--- config.mk ---
export PLATFORM = sky130hd
export DESIGN_NAME = monobit_stim_gen
export DESIGN_NICKNAME = d
export VERILOG_FILES = /design/src/rtl/monobit_stim_gen.sv
export SDC_FILE = /design/constraint.sdc
export NUM_CORES = 1
export LEC_CHECK = 0
export ABC_AREA = 1
export CAP_MARGIN = 10
export CORE_ASPECT_RATIO = 0.7
export CORE_MARGIN = 2
export CORE_UTILIZATION = 57
export CTS_CLUSTER_DIAMETER = 50
export CTS_CLUSTER_SIZE = 10
export DETAILED_ROUTE_END_ITERATION = 10
export PLACE_DENSITY = 0.84
export SLEW_MARGIN = 20
export SYNTH_ARGS = -nofsm -noshare
export SYNTH_HDL_FRONTEND = slang
export SYNTH_SLANG_ARGS = --single-unit
--- constraint.sdc ---
create_clock -name clk -period 3.55 [get_ports clk]
set_input_delay 0.8875 -clock clk [delete_from_list [all_inputs] [get_ports clk]]
set_output_delay 0.8875 -clock clk [all_outputs]
set_load 0.005 [all_outputs]
--- src/rtl/monobit_stim_gen.sv ---
// ---------------------------------------------------------------------------
// monobit_stim_gen
//
// Purpose:
//   Transmit side of the monobit bit-stream interface. On request it sends one
//   framed block of BLOCK_LEN test bits on epsilon_dat. Each bit is held for
//   BIT_PERIOD cycles so the stream lines up with the monobit checker's
//   sampling loop. The block is used for on-chip self-test of the checker.
//   The bit source is one of four patterns:
//     - a 16-bit LFSR
//     - all ones
//     - alternating bits, starting with 1
//     - an exact-weight pattern: ones_target ones, then zeros
//   The number of ones sent is reported on ones_count, so the expected checker
//   verdict can be predicted.
//
// Ports:
//   clk          in   1    clock; all state updates on the rising edge
//   rst          in   1    synchronous reset, active-high
//   start        in   1    one-cycle request; accepted only in IDLE
//   mode         in   2    pattern select, sampled when start is accepted:
//                          0=LFSR, 1=all-ones, 2=alternating, 3=weighted
//   seed         in   16   LFSR seed, sampled when start is accepted
//                          (a seed of 0 is replaced by 16'hACE1)
//   ones_target  in   CW   weighted mode: number of leading ones in the block
//   epsilon_dat  out  1    serial test bit to the checker
//   bit_strobe   out  1    high on the first cycle of each new bit
//   busy         out  1    high while a block is being sent
//   done         out  1    one-cycle pulse after the last bit period
//   ones_count   out  CW   ones emitted in the current or last block
// ---------------------------------------------------------------------------
module monobit_stim_gen #(
    parameter int BIT_PERIOD = 5,
    parameter int BLOCK_LEN  = 128,
    parameter int CW         = 8
) (
    input  logic          clk,
    input  logic          rst,
    input  logic          start,
    input  logic [1:0]    mode,
    input  logic [15:0]   seed,
    input  logic [CW-1:0] ones_target,
    output logic          epsilon_dat,
    output logic          bit_strobe,
    output logic          busy,
    output logic          done,
    output logic [CW-1:0] ones_count
);

    localparam int PW = (BIT_PERIOD > 1) ? $clog2(BIT_PERIOD) : 1;
    localparam int BW = (BLOCK_LEN > 1) ? $clog2(BLOCK_LEN) : 1;

    localparam logic [15:0]   SEED_DEFAULT = 16'hACE1;
    localparam logic [PW-1:0] PHASE_LAST   = PW'(BIT_PERIOD - 1);
    localparam logic [BW-1:0] BIT_LAST     = BW'(BLOCK_LEN - 1);

    typedef enum logic [1:0] {
        IDLE,
        RUN,
        DONE
    } state_t;

    state_t        state, state_n;
    logic [PW-1:0] phase_cnt, phase_cnt_n;
    logic [BW-1:0] bit_cnt, bit_cnt_n;
    logic [15:0]   lfsr, lfsr_n;
    logic [1:0]    mode_lat, mode_lat_n;
    logic [CW-1:0] target_lat, target_lat_n;
    logic          epsilon_n, strobe_n, busy_n, done_n;
    logic [CW-1:0] ones_n;

    logic [15:0]   seed_eff;
    logic [15:0]   lfsr_adv;
    logic [BW-1:0] bit_inc;

    // Pattern value for bit index k. In LFSR mode the bit is taken from the
    // LFSR state that is current for bit k. The weighted comparison is done
    // at CW bits, which is wide enough to hold every bit index. This is why
    // a target of BLOCK_LEN or more simply yields an all-ones block.
    function automatic logic pattern_bit(input logic [1:0]    m,
                                         input logic [15:0]   l,
                                         input logic [BW-1:0] k,
                                         input logic [CW-1:0] t);
        logic b;
        case (m)
            2'd0:    b = l[0];
            2'd1:    b = 1'b1;
            2'd2:    b = ~k[0];
            default: b = (CW'(k) < t);
        endcase
        return b;
    endfunction

    // Helper values: the effective seed, the LFSR state for the next bit
    // (right shift, with feedback for x^16+x^14+x^13+x^11+1 entering at
    // bit 15), and the index of the next bit.
    always_comb begin
        seed_eff = (seed == 16'h0000) ? SEED_DEFAULT : seed;
        lfsr_adv = {lfsr[0] ^ lfsr[2] ^ lfsr[3] ^ lfsr[5], lfsr[15:1]};
        bit_inc  = bit_cnt + BW'(1);
    end

    // Next-state and next-output logic. Every output is registered, so this
    // block computes the values the outputs will show in the following cycle.
    always_comb begin
        state_n      = state;
        phase_cnt_n  = phase_cnt;
        bit_cnt_n    = bit_cnt;
        lfsr_n       = lfsr;
        mode_lat_n   = mode_lat;
        target_lat_n = target_lat;
        epsilon_n    = 1'b0;
        strobe_n     = 1'b0;
        busy_n       = 1'b0;
        done_n       = 1'b0;
        ones_n       = ones_count;

        case (state)
            IDLE: begin
                if (start) begin
                    state_n      = RUN;
                    mode_lat_n   = mode;
                    target_lat_n = ones_target;
                    lfsr_n       = seed_eff;
                    phase_cnt_n  = '0;
                    bit_cnt_n    = '0;
                    ones_n       = '0;
                    epsilon_n    = pattern_bit(mode, seed_eff, '0, ones_target);
                    strobe_n     = 1'b1;
                    busy_n       = 1'b1;
                end
            end

            RUN: begin
                busy_n    = 1'b1;
                epsilon_n = epsilon_dat;
                // Count each bit once, on the cycle it is first presented.
                if (bit_strobe) begin
                    ones_n = ones_count + CW'(epsilon_dat);
                end
                if (phase_cnt == PHASE_LAST) begin
                    phase_cnt_n = '0;
                    if (bit_cnt == BIT_LAST) begin
                        state_n   = DONE;
                        busy_n    = 1'b0;
                        done_n    = 1'b1;
                        epsilon_n = 1'b0;
                    end else begin
                        bit_cnt_n = bit_inc;
                        lfsr_n    = lfsr_adv;
                        epsilon_n = pattern_bit(mode_lat, lfsr_adv, bit_inc, target_lat);
                        strobe_n  = 1'b1;
                    end
                end else begin
                    phase_cnt_n = phase_cnt + PW'(1);
                end
            end

            DONE: begin
                state_n = IDLE;
            end

            default: begin
                state_n = IDLE;
            end
        endcase
    end

    // State and output registers. A reset aborts any block in flight at
    // once, and no done pulse is produced.
    always_ff @(posedge clk) begin
        if (rst) begin
            state       <= IDLE;
            phase_cnt   <= '0;
            bit_cnt     <= '0;
            lfsr        <= SEED_DEFAULT;
            mode_lat    <= '0;
            target_lat  <= '0;
            epsilon_dat <= 1'b0;
            bit_strobe  <= 1'b0;
            busy        <= 1'b0;
            done        <= 1'b0;
            ones_count  <= '0;
        end else begin
            state       <= state_n;
            phase_cnt   <= phase_cnt_n;
            bit_cnt     <= bit_cnt_n;
            lfsr        <= lfsr_n;
            mode_lat    <= mode_lat_n;
            target_lat  <= target_lat_n;
            epsilon_dat <= epsilon_n;
            bit_strobe  <= strobe_n;
            busy        <= busy_n;
            done        <= done_n;
            ones_count  <= ones_n;
        end
    end

endmodule

==> results of run 1 <==
power groups by stage:
stage                     clock, uW  combinational, uW  sequential, uW
after global placement            0                214             628
after CTS                       341                221             617
after floorplan                   0                154             624
final                           334                222             617
after global routing            364                255             621
after detailed placement          0                220             629
worst register-to-register path: stages, from the launching register on:
cell and delay, ns:
dfxtp_1 0.43, ha_1 0.20, nand2_1 0.07, inv_2 0.06, nand2_2 0.06, nor2_4 0.12, nand3_2 0.16, nand2_1 0.11
inv_1 0.04, ha_1 0.28, inv_1 0.05, nor2_1 0.11, and3_1 0.16, nand2_1 0.05, nand2_1 0.05, nand2_1 0.06
nand2_1 0.08, nand2_1 0.09, nand2_1 0.06, a21oi_1 0.05
worst max path at each step:
| stage | startpoint | end | depth (start not counted) |
|---|---|---|---|
| final | bit_cnt[0] | epsilon_dat | 19 |
| after CTS | bit_cnt[0] | epsilon_dat | 19 |
| after detailed placement | start | lfsr[15] | 9 |
| after floorplan | bit_cnt[0] | epsilon_dat | 19 |
| after global routing | bit_cnt[0] | epsilon_dat | 19 |
| after global placement | start | lfsr[15] | 9 |
sequential cells by signal (all words and copies together) (netlist names):
register     cells
lfsr            16
ones_count       8
target_lat       8
bit_cnt          7
phase_cnt        3
mode_lat         2
state            2
bit_strobe       1
busy             1
done             1
epsilon_dat      1
Yosys cell counts (all sizes together):
cell type,n
nor2,48
nor4,1
xnor2,2
a31oi,2
nand4,1
o21a,2
buf,7
nand2,78
inv,40
o21ai,38
a21oi,42
nor3,5
nand3,8
a211oi,3
mux2i,2
clkbuf,6
or2,1
and3,2
clkinv,1
xor2,4
ha,13
o221ai,1
dfxtp,50
through the flow:
step	hold slack (ns)	power [uW]	setup slack (ns)
after detailed placement	0.4536	849.7	0.9631
after global routing	0.5021	1240	0.8841
final	0.4674	1174	1.144
after floorplan	0.4336	778.8	1.506
after CTS	0.4688	1179	1.179
after global placement	0.4438	842.5	0.9964
cells by family (layout without fill, tap and decap cells):
logic type	count (synthesis)	in the layout	synth area share
simple gates	144	144	0.2325
fa+ha+maj	13	13	0.06335
mux	2	2	0.007798
xor+xnor	6	6	0.02047
compound gates	88	88	0.1940
buf+inv	54	92	0.09210
flops	50	50	0.3899
routing by layer:
layer	routed length, um	GRT usage	up-vias
li1	-	-	1236
met1	2671	0.3164	1000
met2	2416	0.3889	53
met3	265	0.04834	7
met4	49	0.05760	0
met5	0	0	-
final cells by class:
| class | instances | area [um2] |
|---|---|---|
| Clock buffer | 7 | 86.33 |
| Sequential cell | 50 | 1001 |
| Tap cell | 55 | 68.82 |
| Multi-Input combinational cell | 253 | 1330 |
| Inverter | 41 | 153.9 |
| Timing Repair Buffer | 43 | 422.9 |
| Clock inverter | 1 | 5.005 |
| Fill cell | 360 | 1261 |
==> impl_metrics.toml, run 1 <==
[synth]
synth_area_um2 = 2567
ys_types = 34
synth.avg_cell_area_um2 = 7.192
netlist_instances = 357
yosys_register_bits = 50
synth_top_area_cell = "dfxtp_1"
yosysSeqAreaShare = 0.3899
synth_top_area_share = 0.3899
synth_fp_nets = 399
yosysWarnings = 0
synthTopCellsByArea = "dfxtp_1 (39%), nand2_1 (11%), a21oi_1 (7.0%), o21ai_0 (6.6%), nor2_1 (6.6%)"

[global_route]
grt_use_total = 0.2340
antenna_found_initial = 0
grt_overflow = 0
grt_pass1_vias = 2116
grt_max_degree = 26
grt_first_pass_wirelength_mm = 9.439

[worst_setup_path]
crit_family = "simple AND/OR/NAND/NOR gates"
worstSetupStartpointType = "flip-flop"
crit_slowest_cell = "dfxtp_1"
r2r_slack_ns = 1.14
r2r_cells = 19
required_ns = 3.74
crit_buf_inv = 3
cp_max_fo = 6
worst_path_largest_cell_delay_ns = 0.43
criticalPathCategory = "reg2reg"
reg2reg_from = "bit_cnt[0]"
rr_endpoint = "epsilon_dat"
path_cells = "ha_1 -> nand2_1 -> inv_2 -> nand2_2 -> nor2_4 -> nand3_2 -> nand2_1 -> inv_1 -> ha_1 -> inv_1 -> nor2_1 -> and3_1 -> nand2_1 -> nand2_1 -> nand2_1 -> nand2_1 -> nand2_1 -> nand2_1 -> a21oi_1"
cp_common_cell = "nand2_1"
crit_arrival_ns = 2.59
cp-end-kind = "flip-flop"

[die]
rows = 20
num_io_pins = 41
initial_utilization = 0.5931
core_um2 = 4329
die_x_um = 84.22
die_height_um = 60.15
die_area_um2 = 5066

[run_status]
status = "finished, final reports clean"

[final_layout]
final_cell_mix = "nand2_1 (76), dfxtp_1 (50), nor2_1 (45)"
fin_util = 0.7087
fin_area_um2 = 3068
num-nets-final = 436
final_layout_size_suffix_gt1_frac = 0.07089
area_growth_pct = 19.49
mostFrequentLayoutCell = "nand2_1"
finalNonFillerCells = 450
n_antenna_cell = 0

[pwr]
p_sw_frac = 0.2763
p_per_area_nw_per_um2 = 382.5
p_int_uw = 849.3
ir_drop_uv = 311.9
power.share.sequential = 0.526
pwr-share-clk = 0.285
comb_power_share = 0.189
p_leak_uw = 0.001307
power_switching_uw = 324.3

[min_path]
min_path_type = "reg2reg"
hold_start = "lfsr[9]"
min_to = "lfsr[9]"
hold_depth = 2

[placement]
gp_congestion = 0.8461
placed_area_um2 = 2977
portBuffers = 40
dp_cells = 442
dp_hpwl_mm = 3.928

[sta]
finalCritPeriodShare = 0.6777
min_period_ns = 2.406
grt_setup_unrepaired = "false"
slew_viol_final = 0
tightestPinTransition_ns = 0.6144
clock.fmax_mhz = 415.6
setup_viol = 0
clock_skew_ns = 0.002705
finalHoldViolCount = 0
max_slew_margin = 0.5894
tns_ns = 0

[route]
dr.pass1.iters = 5
drt_iter0_drc = 139
wl_mm = 5.403
ant_nets = 0
wl_per_cell_um = 12.01
routed_via_density = 5.102
drc = 0
vias = 2296

[clocking]
clock_path_buffers = 2
cts_buffers = 5
postCtsSetupRepairBufs = 0
post_cts_resized = 0
clock_latency_ns = 0.30
clk_pin_slew_ns = 0.08
cts_tree = "built"
clock_sinks = 50
cts_max_level = 2
cts_hold_buffers = 0
cts_root_buffer = "clkbuf_8"

[flow_run]
maxCapViolCount = 0
No activity file was read; power rests on OpenSTA's default activity.
==> run 2, diff against run 1 <==
--- a/config.mk
+++ b/config.mk
@@ -9,11 +9,11 @@
 export CAP_MARGIN = 10
 export CORE_ASPECT_RATIO = 0.7
 export CORE_MARGIN = 2
-export CORE_UTILIZATION = 57
+export CORE_UTILIZATION = 48
 export CTS_CLUSTER_DIAMETER = 50
 export CTS_CLUSTER_SIZE = 10
 export DETAILED_ROUTE_END_ITERATION = 10
-export PLACE_DENSITY = 0.84
+export PLACE_DENSITY = 0.76
 export SLEW_MARGIN = 20
 export SYNTH_ARGS = -nofsm -noshare
 export SYNTH_HDL_FRONTEND = slang
==> constraint.sdc (replaced) <==
create_clock -name clk -period 1.9 [get_ports clk]
set_input_delay 0.475 -clock clk [delete_from_list [all_inputs] [get_ports clk]]
set_output_delay 0.475 -clock clk [all_outputs]
set_load 0.005 [all_outputs]
==> impl_metrics.toml, run 2 (synthesis results as in run 1) <==
[clocking]
cts_root_buffer = "clkbuf_8"
clock_path_buffers = 2
cts_buffers = 5
clock_latency_ns = 0.31
cts_tree = "built"
clk_pin_slew_ns = 0.09
cts_max_level = 2
clock_sinks = 50

[final_layout]
reg_top3 = "lfsr (16), ones_count (8), target_lat (8)"
final_layout_size_suffix_gt1_frac = 0.1678
final_cell_mix = "nand2_1 (73), dfxtp_1 (48), nor2_1 (44)"
fin_util = 0.6534
largest-register = "lfsr"
area_growth_pct = 32.41
num-fill-cells = 439
multi_input_area_um2 = 1395
mostFrequentLayoutCell = "nand2_1"
regArea_um2 = 1003
n_antenna_cell = 0
largest_reg_flops = 16
num-nets-final = 464

[pwr]
p_per_area_nw_per_um2 = 700.5
ir_drop_uv = 443.9
pwr-share-clk = 0.314
total_power_uw = 2381
p_int_uw = 1722
comb_power_share = 0.202
p_sw_frac = 0.2768
p_leak_uw = 0.001466
power.share.sequential = 0.484
power_switching_uw = 659.2

[min_path]
min_path_type = "reg2reg"
hold_depth = 2
min_to = "lfsr[9]"
hold_start = "lfsr[9]"

[global_route]
grt_overflow = 0
grt_first_pass_wirelength_mm = 10.05
grt_use_total = 0.2074
grt_pass1_vias = 2255
grt_max_degree = 21
antenna_found_initial = 0

[die]
core_um2 = 5202
initial_utilization = 0.4935
die_area_um2 = 5959
die_x_um = 91.42
rows = 22
num_io_pins = 41
die_height_um = 65.19

[route]
wl_met1_mm = 2.974
wl_mm = 5.956
ant_nets = 0
vias = 2500
wl_met3_um = 243
dr.pass1.iters = 4
wl_met2_mm = 2.681
drc = 0
dr.max_layer_used = "met4"
routed_via_density = 5.051
wl_per_cell_um = 12.03
drt_iter0_drc = 150

[sta]
grt_setup_unrepaired = "true"
setup_viol = 1
finalCritPeriodShare = 1.103
tightestPinTransition_ns = 0.4700
clock_skew_ns = 0.003317
slew_viol_final = 0
min_period_ns = 2.095
tns_ns = -0.1951
max_slew_margin = 0.6863
clock.fmax_mhz = 477.3
setup_slack_ns = -0.1951
finalHoldViolCount = 0

[worst_setup_path]
r2r_slack_ns = -0.20
r2r_cells = 18
cp_max_fo = 3
reg2reg_from = "bit_cnt[0]"
criticalPathCategory = "reg2reg"
required_ns = 2.14
cp-end-kind = "flip-flop"
crit_arrival_ns = 2.34
worstSetupStartpointType = "flip-flop"
rr_endpoint = "epsilon_dat"

[placement]
dp_hpwl_mm = 4.217
portBuffers = 40
place_ws_ns = -0.1761
gp_congestion = 0.8330

[run_status]
violations = "negative setup slack"
status = "finished, violations left"

[flow_run]
maxCapViolCount = 0
==> run 2: area by class of cell <==
type                       instances  share of cell area
clock buffer                       5             0.02024
clock inverter                     3             0.01178
inverter                          41             0.04601
multi-input combinational        253              0.4104
sequential                        50              0.2952
tap                               72             0.02650
timing repair buffer              71              0.1899
==> run 2: power by group through the flow <==
stage	Clock [uW]	Sequential (uW)	Combinational, uW
after floorplan	0	1170	289
after global placement	0	1170	442
after detailed placement	0	1170	453
after CTS	754	1150	461
after global routing	793	1160	541
final	748	1150	480
==> run 2: repair_timing <==
item,in CTS,in global routing
hold buffers,0,0
gates cloned,0,1
resized for setup,9,12
endpoints found under the setup margin,1,24
buffers inserted,9,3
pin swaps,9,10
==> run 2: worst max path at each step <==
| stage | startpoint | to | depth (start not counted) |
|---|---|---|---|
| final | bit_cnt[0] | epsilon_dat | 18 |
| after global routing | bit_cnt[0] | epsilon_dat | 18 |
| after CTS | bit_cnt[1] | epsilon_dat | 20 |
| after detailed placement | bit_cnt[1] | epsilon_dat | 19 |
| after global placement | bit_cnt[1] | epsilon_dat | 19 |
| after floorplan | bit_cnt[0] | epsilon_dat | 19 |
==> run 2: layer usage <==
metal / vias up / global-route usage
met4: 0 / 0.05871
met3: 5 / 0.03440
met2: 59 / 0.3456
met5: - / 0
li1: 1291 / -
met1: 1145 / 0.2796
==> run 2: metrics by stage <==
step | cells | hold slack [ns] | cell area (um2)
floorplan | 357 | 0.4336 | 2576
global placement | 477 | 0.4437 | 3142
detailed placement | 477 | 0.4531 | 3142
CTS | 494 | 0.4657 | 3347
global route | 495 | 0.4841 | 3400
finish | 495 | 0.4642 | 3400
==> run 2: critical path, stage by stage (launching register included) <==
cell and delay, ns:
dfxtp_2 0.36, ha_4 0.14, nand2_2 0.05, inv_2 0.08, nand2_4 0.06, nor2_4 0.14, nand2_2 0.09, nand2_1 0.09
nand2_2 0.05, inv_2 0.07, ha_4 0.21, a21oi_2 0.15, o21a_1 0.15, nand2_1 0.06, nand2_1 0.05, nand2_1 0.05
nand2_1 0.05, nand2_1 0.05, a21oi_1 0.14
